<file path="src/rtl/ad7864_pkg.sv">
// Shared definitions for the AD7864 readout sequencer: FSM states, word layout, word assembly.
// Optional feature macro: AD7864_PARITY_EN (even parity in word bit 12).
package ad7864_pkg;

    localparam int WORD_W  = 16;
    localparam int CH_MSB  = 15;
    localparam int CH_LSB  = 14;
    localparam int PAR_BIT = 12;
    localparam int DATA_W  = 12;

    typedef enum logic [2:0] {
        S_IDLE      = 3'd0,
        S_START     = 3'd1,
        S_WAIT_BUSY = 3'd2,
        S_WAIT_EOC  = 3'd3,
        S_READ      = 3'd4,
        S_WAIT_DONE = 3'd5,
        S_SEND      = 3'd6
    } state_e;

    function automatic logic [WORD_W-1:0] make_word(input logic [1:0] ch,
                                                    input logic [DATA_W-1:0] code);
        logic [WORD_W-1:0] w;
        w = '0;
        w[CH_MSB:CH_LSB] = ch;
        w[DATA_W-1:0]    = code;
`ifdef AD7864_PARITY_EN
        // bit 12 is still zero here, so the XOR of the rest makes the total even
        w[PAR_BIT] = ^w;
`else
        w[PAR_BIT] = 1'b0;
`endif
        return w;
    endfunction

endpackage

</file>
<file path="src/rtl/ad7864_spi_shift_tx.sv">
// SPI mode-0 burst transmitter: loads a frame on start, shifts MSB first, pulses done when spi_cs rises.
module spi_shift_tx #(
    parameter int NBITS   = 64,
    parameter int CLK_DIV = 2
) (
    input  logic             clk_in,
    input  logic             rst_n,
    input  logic             start,
    input  logic [NBITS-1:0] data,
    output logic             spi_cs,
    output logic             spi_clk,
    output logic             spi_mosi,
    output logic             done
);
    localparam int DIV_W = $clog2(CLK_DIV + 1);
    localparam int BIT_W = $clog2(NBITS + 1);

    logic [NBITS-1:0] sh_q, sh_d;
    logic [DIV_W-1:0] div_q, div_d;
    logic [BIT_W-1:0] bit_q, bit_d;
    logic             cs_q, cs_d, clk_q, clk_d, mosi_q, mosi_d, tail_q, tail_d, done_q, done_d;

    always_comb begin
        sh_d   = sh_q;
        div_d  = div_q;
        bit_d  = bit_q;
        cs_d   = cs_q;
        clk_d  = clk_q;
        mosi_d = mosi_q;
        tail_d = tail_q;
        done_d = 1'b0;
        if (cs_q) begin
            if (start) begin
                cs_d   = 1'b0;
                sh_d   = data;
                mosi_d = data[NBITS-1];
                div_d  = '0;
                bit_d  = '0;
                clk_d  = 1'b0;
                tail_d = 1'b0;
            end
        end else if (div_q == DIV_W'(CLK_DIV - 1)) begin
            div_d = '0;
            if (tail_q) begin
                // trailing half-period after the last falling edge closes the frame
                cs_d   = 1'b1;
                done_d = 1'b1;
            end else if (!clk_q) begin
                clk_d = 1'b1;
            end else begin
                clk_d = 1'b0;
                bit_d = bit_q + 1'b1;
                if (bit_q == BIT_W'(NBITS - 1)) begin
                    tail_d = 1'b1;
                    mosi_d = 1'b0;
                end else begin
                    sh_d   = sh_q << 1;
                    mosi_d = sh_q[NBITS-2];
                end
            end
        end else begin
            div_d = div_q + 1'b1;
        end
    end

    always_ff @(posedge clk_in or negedge rst_n) begin
        if (!rst_n) begin
            sh_q   <= '0;
            div_q  <= '0;
            bit_q  <= '0;
            cs_q   <= 1'b1;
            clk_q  <= 1'b0;
            mosi_q <= 1'b0;
            tail_q <= 1'b0;
            done_q <= 1'b0;
        end else begin
            sh_q   <= sh_d;
            div_q  <= div_d;
            bit_q  <= bit_d;
            cs_q   <= cs_d;
            clk_q  <= clk_d;
            mosi_q <= mosi_d;
            tail_q <= tail_d;
            done_q <= done_d;
        end
    end

    assign spi_cs   = cs_q;
    assign spi_clk  = clk_q;
    assign spi_mosi = mosi_q;
    assign done     = done_q;

endmodule

</file>
<file path="src/rtl/ad7864_readout.sv">
// AD7864 conversion/readout sequencer feeding one framed SPI burst per conversion to the DSP.
// Optional feature macro: AD7864_PARITY_EN (handled in ad7864_pkg::make_word).
module ad7864_readout
    import ad7864_pkg::*;
#(
    parameter int NUM_CH  = 4,
    parameter int RD_CYC  = 3,
    parameter int CLK_DIV = 2,
    parameter int TIMEOUT = 255
) (
    input  logic        clk_in,
    input  logic        rst_n,
    input  logic        conv_req,
    output logic        convst_n,
    output logic        cs_n,
    output logic        rd_n,
    input  logic        busy,
    input  logic        eoc_n,
    input  logic [11:0] db,
    output logic        spi_cs,
    output logic        spi_clk,
    output logic        spi_mosi,
    output logic        overrun,
    output logic        timeout
);
    localparam int CNT_MAX = (TIMEOUT > RD_CYC) ? TIMEOUT : RD_CYC;
    localparam int CNT_W   = $clog2(CNT_MAX + 1);
    localparam int FRAME_W = NUM_CH * WORD_W;

    state_e                         state_q, state_d;
    logic [CNT_W-1:0]               cnt_q, cnt_d;
    logic [2:0]                     ch_q, ch_d;
    logic [NUM_CH-1:0][WORD_W-1:0]  buf_q, buf_d;
    logic                           convst_n_q, convst_n_d, rd_n_q, rd_n_d;
    logic                           overrun_q, overrun_d, timeout_q, timeout_d;
    logic                           req_q, req_prev_q;
    logic                           busy_m_q, busy_s_q;
    logic                           eoc_m_q, eoc_s_q, eoc_prev_q;
    logic                           req_edge, eoc_fall, start_tx, tx_done;
    logic [FRAME_W-1:0]             frame;

    assign req_edge = req_q & ~req_prev_q;
    assign eoc_fall = eoc_prev_q & ~eoc_s_q;

    always_comb begin
        state_d    = state_q;
        cnt_d      = cnt_q;
        ch_d       = ch_q;
        buf_d      = buf_q;
        convst_n_d = convst_n_q;
        rd_n_d     = rd_n_q;
        overrun_d  = req_edge && (state_q != S_IDLE);
        timeout_d  = 1'b0;
        start_tx   = 1'b0;
        case (state_q)
            S_IDLE: if (req_edge) begin
                state_d    = S_START;
                ch_d       = '0;
                cnt_d      = '0;
                convst_n_d = 1'b0;
            end
            S_START: if (cnt_q == CNT_W'(1)) begin
                convst_n_d = 1'b1;
                cnt_d      = '0;
                state_d    = S_WAIT_BUSY;
            end else begin
                cnt_d = cnt_q + 1'b1;
            end
            S_WAIT_BUSY: if (busy_s_q) begin
                state_d = S_WAIT_EOC;
            end else if (cnt_q == CNT_W'(TIMEOUT - 1)) begin
                timeout_d = 1'b1;
                state_d   = S_IDLE;
            end else begin
                cnt_d = cnt_q + 1'b1;
            end
            S_WAIT_EOC: if (eoc_fall) begin
                rd_n_d  = 1'b0;
                cnt_d   = '0;
                state_d = S_READ;
            end
            S_READ: if (cnt_q == CNT_W'(RD_CYC - 1)) begin
                // db is captured on the edge closing the last low cycle of rd_n
                rd_n_d = 1'b1;
                for (int i = 0; i < NUM_CH; i++)
                    if (ch_q == 3'(i)) buf_d[i] = make_word(ch_q[1:0], db);
                ch_d    = ch_q + 1'b1;
                state_d = (ch_q == 3'(NUM_CH - 1)) ? S_WAIT_DONE : S_WAIT_EOC;
            end else begin
                cnt_d = cnt_q + 1'b1;
            end
            S_WAIT_DONE: if (!busy_s_q) begin
                start_tx = 1'b1;
                state_d  = S_SEND;
            end
            S_SEND: if (tx_done) state_d = S_IDLE;
            default: state_d = S_IDLE;
        endcase
    end

    always_ff @(posedge clk_in or negedge rst_n) begin
        if (!rst_n) begin
            state_q    <= S_IDLE;
            cnt_q      <= '0;
            ch_q       <= '0;
            buf_q      <= '0;
            convst_n_q <= 1'b1;
            rd_n_q     <= 1'b1;
            overrun_q  <= 1'b0;
            timeout_q  <= 1'b0;
            req_q      <= 1'b0;
            req_prev_q <= 1'b0;
            busy_m_q   <= 1'b0;
            busy_s_q   <= 1'b0;
            eoc_m_q    <= 1'b1;
            eoc_s_q    <= 1'b1;
            eoc_prev_q <= 1'b1;
        end else begin
            state_q    <= state_d;
            cnt_q      <= cnt_d;
            ch_q       <= ch_d;
            buf_q      <= buf_d;
            convst_n_q <= convst_n_d;
            rd_n_q     <= rd_n_d;
            overrun_q  <= overrun_d;
            timeout_q  <= timeout_d;
            req_q      <= conv_req;
            req_prev_q <= req_q;
            busy_m_q   <= busy;
            busy_s_q   <= busy_m_q;
            eoc_m_q    <= eoc_n;
            eoc_s_q    <= eoc_m_q;
            eoc_prev_q <= eoc_s_q;
        end
    end

    // channel 0 occupies the most significant word so it leaves first
    always_comb begin
        frame = '0;
        for (int i = 0; i < NUM_CH; i++)
            frame[(NUM_CH-1-i)*WORD_W +: WORD_W] = buf_q[i];
    end

    spi_shift_tx #(
        .NBITS  (FRAME_W),
        .CLK_DIV(CLK_DIV)
    ) u_tx (
        .clk_in  (clk_in),
        .rst_n   (rst_n),
        .start   (start_tx),
        .data    (frame),
        .spi_cs  (spi_cs),
        .spi_clk (spi_clk),
        .spi_mosi(spi_mosi),
        .done    (tx_done)
    );

    assign convst_n = convst_n_q;
    assign cs_n     = rd_n_q;
    assign rd_n     = rd_n_q;
    assign overrun  = overrun_q;
    assign timeout  = timeout_q;

endmodule

</file>
<file path="config.mk">
export PLATFORM = sky130hd
export DESIGN_NAME = ad7864_readout
export DESIGN_NICKNAME = d
export VERILOG_FILES = /design/src/rtl/ad7864_pkg.sv /design/src/rtl/ad7864_spi_shift_tx.sv /design/src/rtl/ad7864_readout.sv
export SDC_FILE = /design/constraint.sdc
export NUM_CORES = 1
export LEC_CHECK = 0
export ABC_AREA = 1
export CORE_ASPECT_RATIO = 1.2
export CORE_UTILIZATION = 60
export CTS_CLUSTER_SIZE = 16
export DETAILED_ROUTE_END_ITERATION = 7
export PLACE_DENSITY = 0.83
export RECOVER_POWER = 25
export SYNTH_ARGS = -nofsm -noshare
export SYNTH_HDL_FRONTEND = slang
export SYNTH_SLANG_ARGS = --single-unit
export TNS_END_PERCENT = 1
</file>
<file path="constraint.sdc">
create_clock -name clk_in -period 4.85 [get_ports clk_in]
set_input_delay 0.97 -clock clk_in [delete_from_list [all_inputs] [get_ports clk_in]]
set_output_delay 0.97 -clock clk_in [all_outputs]
set_load 0.05 [all_outputs]
</file>
==> results.sh, run 1 <==
export IMPL_drv_cap=1
export IMPL_hp_class="flip-flop to flip-flop"
export IMPL_viasPerCell=5.27
export IMPL_synth_top_area_share_pct=50.5
export IMPL_dieArea_sq_um=13000
export IMPL_core_area_sq_um=12200
export IMPL_final_hold_viol_count=0
export IMPL_syn2layout_area_growth_pct=10.1
export IMPL_power_per_cell_area_nw_per_um2=380
export IMPL_clock_path_buffers=2
export IMPL_critPathTopFamily="flip-flops"
export IMPL_violations="max-capacitance violations, max-slew violations"
export IMPL_synthCells=969
export IMPL_vias=6055
export IMPL_status="finished, violations left"
export IMPL_tightestPinTransition_ns=2.46
export IMPL_post_cts_buffers=0
export IMPL_synth_area_leaders="dfrtp_1 (51%), nand2_1 (23%), o21ai_0 (5.9%), inv_1 (4.3%), dfstp_2 (2.1%)"
export IMPL_cp_slowest_cell="dfstp_2"
export IMPL_place_area_sq_um=7760
export IMPL_start_util_pct=61.9
export IMPL_grt_pass1_vias=5979
export IMPL_clkTransAtPathRegs_ns=0.06
export IMPL_dr_pass1_iters=5
export IMPL_grt_use_total_pct=26.2
export IMPL_syn_area_sq_um=7530
export IMPL_place_detailed_hpwl_um=9400
export IMPL_dp_slack_ns=1.85
export IMPL_yosys_area_top_type="dfrtp_1"
export IMPL_m1WireLength_um=6630
export IMPL_slowest_delay_ns=1.10
export IMPL_ir_drop_mv=0.247
export IMPL_crit_path_end_kind="output port"
export IMPL_cts_buffers=17
export IMPL_top_layer_used="met4"
export IMPL_grt_max_degree=102
export IMPL_timing_max_slew_rel_slack_pct=-64.2
export IMPL_drive_above_1_share_pct=5.88
export IMPL_min_period_ns=3.43
export IMPL_fin_area_sq_um=8290
export IMPL_finalCritPeriodShare_pct=70.8
export IMPL_cp_buffers_inverters=1
export IMPL_fin_skew_ns=0.00818
export IMPL_worstSetupPathType="flip-flop to output port"
export IMPL_yosysSeqAreaShare_pct=52.6
export IMPL_cts_max_level=4
export IMPL_post_drt_wl_per_cell_um=13.5
export IMPL_cts_sinks=158
export IMPL_crit_required_ns=3.88
export IMPL_drc=0
export IMPL_wl_met2_um=7800
export IMPL_final_max_slew_violation_count=101
export IMPL_ioPinCount=25
export IMPL_rsz0062_at_grt="no"
export IMPL_diodes=0
export IMPL_route_final_wire_length_um=15500
export IMPL_ys_types=35
export IMPL_die_h_um=125
export IMPL_cts_hold_buf=0
export IMPL_die_w_um=104
export IMPL_max_clock_freq_mhz=291
export IMPL_ys_seq_elements=158
export IMPL_leakage_nw=4.41
export IMPL_grt_pass1_wl_um=27000
export IMPL_drt_initial_drc_count=499
export IMPL_ant_nets=0
export IMPL_fin_nets=1000
export IMPL_setup_tns_ns=0
export IMPL_place_congestion=0.919
export IMPL_cts_tree="done"
export IMPL_synth_fp_nets=995
export IMPL_cp_max_fo=42
export IMPL_syn_avg_cell_area_sq_um=7.77
export IMPL_wl_met3_um=747
export IMPL_num_rows=44
export IMPL_overflow=0
export IMPL_cts_resized=0
export IMPL_port_buffers=24
export IMPL_crit_chain="clkdlybuf4s50_1"
export IMPL_crit_path_start_kind="flip-flop"
export IMPL_yosysWarnings=0
export IMPL_setup_slack_ns=1.42
export IMPL_worstPathArrival_ns=2.46
export IMPL_insertion_delay_ns=0.43
export IMPL_finalSetupViolations=0
export IMPL_antenna_found_initial=0
export IMPL_clockRootBuffer="clkbuf_16"
[metal layers]
metal	up-vias	track usage, %
met1	2887	32.0
met4	0	9.75
met3	25	6.02
met2	154	45.1
li1	2989	-
met5	-	0
[cells by family (layout without fill, tap and decap cells)]
group                      after synthesis  after routing  synth area share, %
DFF                                    158            158                 52.6
xor gates and xnor gates                 5              5                0.582
and+or+nand+nor                        543            543                 28.9
buffers and inverters                  131            149                 7.80
adders and majority gates                9              9                 1.50
AOI/OAI and AO/OA                      123            123                 8.58
[path summary, 6_finish.rpt]
check                            start             to  slack, ns  cells past startpoint
max in group asynchronous        rst_n   u_tx.sh_q[1]       2.12                      1
max reg2reg                u_tx.spi_cs  u_tx.sh_q[55]       1.83                      7
min in group asynchronous        rst_n       cnt_q[3]       1.28                      1
max                        u_tx.spi_cs         spi_cs       1.42                      1
min                           busy_m_q       busy_s_q       0.35                      0
min reg2reg                   busy_m_q       busy_s_q       0.35                      0
[synth_stat cells]
cell and number:
o21ai_4 1, inv_1 86, buf_6 6, o21bai_1 3, xor2_1 5, buf_2 8
nor2_8 1, nand2_1 466, dfstp_2 6, nor3b_1 2, a21o_1 1, nand2_2 2
nand2_4 2, nor2_1 29, inv_2 3, a21boi_0 1, buf_4 10, ha_1 9
o211ai_1 1, a21oi_1 12, o22ai_1 1, nand3_1 27, o21a_1 1, nor3_1 1
o21ai_1 13, o21ai_0 89, buf_1 3, dfrtp_1 152, nand4_1 3, clkbuf_2 1
clkbuf_1 13, clkinv_2 1, nor2_2 4, nand3_2 2, nor2_4 4
[report_power, final]
part	switching (mW)	internal [mW]	total, mW
Clock	0.520	0.713	1.23
Combinational	0.323	0.137	0.460
Sequential	0.0655	1.39	1.45
[stage by stage]
step	utilization (%)	hold WS, ns	std cells	power [mW]
2_1_floorplan	-	0.331	969	1.79
3_3_place_gp	63.8	0.339	1116	1.92
3_5_place_dp	63.8	0.340	1116	1.94
4_1_cts	68.2	0.353	1148	3.16
5_1_grt	68.1	0.356	1148	3.28
6_report	68.1	0.350	1148	3.15
[placed cells by master, fill, tap and decap left out, types with 4 or more instances in the layout]
master,count
o21ai_1,13
clkinvlp_4,4
clkbuf_16,17
nand2_1,466
dfrtp_1,152
clkdlybuf4s50_1,20
nand3_1,27
xor2_1,5
nor2_2,4
a21oi_1,12
ha_1,9
nor2_1,30
clkinv_2,6
dfstp_2,6
inv_1,86
o21ai_0,89
[state kept, by name, indices dropped and copies added (netlist names), 2 cells and up]
register / count
ch_q: 3
u_tx.sh_q: 63
buf_q: 56
u_tx.div_q: 2
state_q: 3
u_tx.bit_q: 7
cnt_q: 8
[area by class of cell]
class	instances	area, sq um
Clock inverter	11	93.8
Inverter	90	339
Sequential cell	158	3960
Tap cell	161	201
Clock buffer	21	450
Timing Repair Buffer	27	270
Multi-Input combinational cell	680	2970
Fill cell	1008	3880
No activity file was read; power rests on OpenSTA's default activity.
==> run 2: changes to the inputs <==
Clock period 4.85 ns to 3.5 ns, I/O delays scaled along.
==> results.sh, run 2 (same netlist as run 1, synthesis figures left out) <==
export IMPL_die_h_um=125
export IMPL_violations="max-capacitance violations, max-slew violations"
export IMPL_grt_max_degree=90
export IMPL_power_per_cell_area_nw_per_um2=551
export IMPL_top_register="u_tx.sh_q"
export IMPL_timing_max_slew_rel_slack_pct=-46.8
export IMPL_core_area_sq_um=12200
export IMPL_clock_path_buffers=2
export IMPL_finalCritPeriodShare_pct=73.1
export IMPL_drc=0
export IMPL_cts_resized=0
export IMPL_crit_required_ns=2.80
export IMPL_crit_chain="clkdlybuf4s50_1"
export IMPL_multiInputGateArea_sq_um=2980
export IMPL_drt_initial_drc_count=539
export IMPL_post_drt_wl_per_cell_um=13.9
export IMPL_die_w_um=104
export IMPL_crit_path_end_kind="output port"
export IMPL_regArea_sq_um=3960
export IMPL_min_period_ns=2.56
export IMPL_ant_nets=0
export IMPL_power_total_mw=4.63
export IMPL_drive_above_1_share_pct=6.47
export IMPL_antenna_found_initial=0
export IMPL_grt_use_total_pct=26.6
export IMPL_grt_pass1_wl_um=27300
export IMPL_crit_path_start_kind="flip-flop"
export IMPL_post_cts_buffers=0
export IMPL_fin_nets=1002
export IMPL_final_max_slew_violation_count=89
export IMPL_biggestRegsByFlops="u_tx.sh_q: 63 flops, buf_q: 56 flops, cnt_q: 8 flops"
export IMPL_fin_skew_ns=0.00731
export IMPL_final_common_cell="nand2_1"
export IMPL_layout_common_cells="nand2_1 (466), dfrtp_1 (152), o21ai_0 (89), inv_1 (86), nor2_1 (29)"
export IMPL_viasPerCell=5.22
export IMPL_slowest_delay_ns=0.84
export IMPL_num_rows=44
export IMPL_finalSetupViolations=0
export IMPL_place_congestion=0.882
export IMPL_ir_drop_mv=0.313
export IMPL_worstSetupPathType="flip-flop to output port"
export IMPL_place_detailed_hpwl_um=9760
export IMPL_critPathTopFamily="buffers and inverters"
export IMPL_cts_buffers=17
export IMPL_rsz0062_at_grt="no"
export IMPL_diodes=0
export IMPL_final_hold_viol_count=0
export IMPL_cts_max_level=4
export IMPL_leakage_nw=4.47
export IMPL_cts_hold_buf=0
export IMPL_ioPinCount=25
export IMPL_max_clock_freq_mhz=391
export IMPL_setup_tns_ns=0
export IMPL_clkTransAtPathRegs_ns=0.06
export IMPL_hp_class="flip-flop to flip-flop"
export IMPL_overflow=0
export IMPL_clockRootBuffer="clkbuf_16"
export IMPL_cts_tree="done"
export IMPL_start_util_pct=61.9
export IMPL_largest_reg_flops=63
export IMPL_route_final_wire_length_um=16000
export IMPL_dieArea_sq_um=13000
export IMPL_cp_slowest_cell="clkdlybuf4s50_1"
export IMPL_tightestPinTransition_ns=2.20
export IMPL_cp_buffers_inverters=1
export IMPL_grt_pass1_vias=5827
export IMPL_insertion_delay_ns=0.43
export IMPL_fillCellCount=931
export IMPL_drv_cap=1
export IMPL_worstPathArrival_ns=1.86
export IMPL_status="finished, violations left"
export IMPL_cp_max_fo=5
export IMPL_cts_sinks=158
export IMPL_syn2layout_area_growth_pct=11.7
export IMPL_vias=6004
export IMPL_port_buffers=24
export IMPL_dr_pass1_iters=5
[run 2: cell types whose count changed in the layout (fill, tap and decap cells not counted), sizes merged]
cell	previous run	this run
clkinvlp	4	3
clkinv	7	8
buf	3	5
bufinv	1	4
clkbuf	22	19
[run 2: final timing paths]
path	start	to	slack, ns	depth (start not counted)
max	u_tx.spi_cs	spi_cs	0.94	1
min	busy_m_q	busy_s_q	0.35	0
max reg2reg	state_q[1]	u_tx.sh_q[15]	1.29	8
min reg2reg	busy_m_q	busy_s_q	0.35	0
max in group asynchronous	rst_n	buf_q[35]	1.29	2
min in group asynchronous	rst_n	cnt_q[0]	0.89	1
[run 2: area by class of cell]
cell class,count,share of cell area (%)
clock buffers,18,5.22
clock inverters,14,2.29
inverters,90,4.03
multi-input cells,680,35.4
flip-flops and latches,158,47.1
well taps,161,2.40
repair buffers,29,3.54
[run 2: metal layers]
metal  track usage [%]  vias to the layer above  wire length [um]
met1              33.9                     2836              6870
met2              45.5                      140              8210
met3              4.87                       34               595
met4              9.83                        0               281
li1                  -                     2994                 -
met5                 0                        -                 0
[run 2: per-stage QoR]
step / instances / hold slack (ns) / area (sq um) / util, % / worst slack, ns
final: 1150 / 0.348 / 8410 / 69.1 / 0.941
after global routing: 1150 / 0.361 / 8410 / 69.1 / 0.863
after CTS: 1150 / 0.349 / 8420 / 69.2 / 0.934
after detailed placement: 1118 / 0.336 / 7780 / 64.0 / 1.34
after global placement: 1118 / 0.335 / 7780 / 64.0 / 1.38
after floorplan: 969 / 0.331 / 7530 / - / 1.83
[run 2: power breakdown]
part	switching (mW)	total, mW	internal, mW
Sequential	0.0932	2.02	1.92
Combinational	0.460	0.654	0.194
Clock	0.752	1.96	1.21
==> run 3: changes to the inputs <==
Clock period 3.5 ns to 2.6 ns, I/O delays scaled along.
==> results.sh, run 3 (same netlist as run 1, synthesis figures left out) <==
export IMPL_status="completed"
export IMPL_post_cts_buffers=0
export IMPL_critPathTopFamily="buffers and inverters"
export IMPL_grt_pass1_vias=6015
export IMPL_drv_cap=0
export IMPL_reg2reg_to="u_tx.sh_q[42]"
export IMPL_rsz0062_at_grt="no"
export IMPL_diodes=0
export IMPL_power_total_mw=6.08
export IMPL_layout_common_cells="nand2_1 (466), dfrtp_1 (152), o21ai_0 (89), inv_1 (86), nor2_1 (29)"
export IMPL_drt_initial_drc_count=471
export IMPL_crit_required_ns=2.08
export IMPL_leakage_nw=4.49
export IMPL_place_congestion=0.863
export IMPL_max_clock_freq_mhz=435
export IMPL_min_period_ns=2.30
export IMPL_ioPinCount=25
export IMPL_die_h_um=125
export IMPL_clkTransAtPathRegs_ns=0.06
export IMPL_largest_reg_flops=63
export IMPL_overflow=0
export IMPL_num_rows=44
export IMPL_slowest_delay_ns=0.80
export IMPL_post_drt_wl_per_cell_um=13.9
export IMPL_port_buffers=24
export IMPL_insertion_delay_ns=0.43
export IMPL_cts_sinks=158
export IMPL_grt_pass1_wl_um=28000
export IMPL_setup_tns_ns=0
export IMPL_cts_hold_buf=0
export IMPL_p_seq_share_pct=44.6
export IMPL_ir_drop_mv=0.438
export IMPL_worstHoldStart="busy_m_q"
export IMPL_drive_above_1_share_pct=6.84
export IMPL_fin_nets=1007
export IMPL_clock_path_buffers=2
export IMPL_drc=0
export IMPL_hp_class="flip-flop to flip-flop"
export IMPL_cp_slowest_cell="clkdlybuf4s50_1"
export IMPL_p_int_mw=4.37
export IMPL_dp_cells=1123
export IMPL_syn2layout_area_growth_pct=11.8
export IMPL_fin_skew_ns=0.00842
export IMPL_crit_path_end_kind="output port"
export IMPL_finalSetupViolations=0
export IMPL_min_to="busy_s_q"
export IMPL_comb_power_share_pct=14.5
export IMPL_instances_no_fill=1155
export IMPL_crit_chain="clkdlybuf4s50_1"
export IMPL_start_util_pct=61.9
export IMPL_final_max_slew_violation_count=0
export IMPL_grt_max_degree=66
export IMPL_r2r_slack_ns=0.52
export IMPL_worstRegToRegCells=10
export IMPL_vias=6131
export IMPL_cts_tree="done"
export IMPL_grt_use_total_pct=27.2
export IMPL_power_per_cell_area_nw_per_um2=723
export IMPL_worstPathArrival_ns=1.78
export IMPL_finalCritPeriodShare_pct=88.4
export IMPL_core_area_sq_um=12200
export IMPL_place_detailed_hpwl_um=10200
export IMPL_cts_max_level=4
export IMPL_top_register="u_tx.sh_q"
export IMPL_timing_max_slew_rel_slack_pct=9.24
export IMPL_switchingPower_mw=1.72
export IMPL_dieArea_sq_um=13000
export IMPL_crit_path_start_kind="flip-flop"
export IMPL_hold_depth=0
export IMPL_antenna_found_initial=0
export IMPL_p_clk_share_pct=40.9
export IMPL_cts_buffers=17
export IMPL_ant_nets=0
export IMPL_clockRootBuffer="clkbuf_16"
export IMPL_viasPerCell=5.31
export IMPL_final_common_cell="nand2_1"
export IMPL_worstSetupPathType="flip-flop to output port"
export IMPL_cp_buffers_inverters=1
export IMPL_die_w_um=104
export IMPL_switching_share_pct=28.2
export IMPL_route_final_wire_length_um=16100
export IMPL_cp_max_fo=3
export IMPL_cts_resized=0
export IMPL_final_hold_viol_count=0
export IMPL_dr_pass1_iters=6
export IMPL_biggestRegsByFlops="u_tx.sh_q: 63 flops, buf_q: 56 flops, cnt_q: 8 flops"
export IMPL_reg2reg_from="u_tx.bit_q[0]"
export IMPL_tightestPinTransition_ns=1.36
## run 3: cell count changes in the layout (fill, tap and decap cells not counted), sizes merged
cell           delta
buf               +5
clkbuf            +5
bufinv            -2
clkinvlp          -2
clkdlybuf4s50     -1
clkinv            -1
inv               +1
## run 3: per-layer routing
metal	global-route usage (%)	vias up	share of wire [%]
li1	-	3006	-
met2	44.9	164	50
met4	10.9	0	2.2
met3	6.12	29	4.7
met1	34.8	2932	43
met5	0	-	0
## run 3: worst max-delay path by stage
stage | startpoint | to | slack [ns] | cells past startpoint
2_1_floorplan | u_tx.spi_cs | u_tx.sh_q[0] | 0.93 | 8
3_3_place_gp | cnt_q[0] | buf_q[31] | 0.59 | 8
3_5_place_dp | ch_q[1] | buf_q[62] | 0.57 | 7
4_1_cts | cs_n | rd_n | 0.29 | 1
5_1_grt | cs_n | rd_n | 0.27 | 1
6_report | cs_n | rd_n | 0.30 | 1
## run 3: power groups by stage
| stage | registers [mW] | clock network [mW] | logic (mW) |
|---|---|---|---|
| 4_1_cts | 2.71 | 2.51 | 0.887 |
| 3_5_place_dp | 2.76 | 0 | 0.874 |
| 2_1_floorplan | 2.76 | 0 | 0.578 |
| 6_report | 2.71 | 2.49 | 0.883 |
| 3_3_place_gp | 2.75 | 0 | 0.858 |
| 5_1_grt | 2.73 | 2.60 | 0.996 |
## run 3: layout make-up
cell class                      instances  area (sq um)
Timing Repair Buffer                   34           342
Multi-Input combinational cell        680          2980
Clock buffer                           22           484
Fill cell                             919          3750
Sequential cell                       158          3960
Clock inverter                         10           110
Inverter                               90           339
Tap cell                              161           201
## run 3: metrics by stage
step	hold slack (ns)	setup WS [ns]	util (%)	cell area, sq um
2_1_floorplan	0.224	0.935	-	7530
3_3_place_gp	0.339	0.593	64.4	7830
3_5_place_dp	0.349	0.572	64.4	7830
4_1_cts	0.0465	0.291	69.3	8430
5_1_grt	0.366	0.271	69.2	8420
6_report	0.362	0.303	69.2	8420
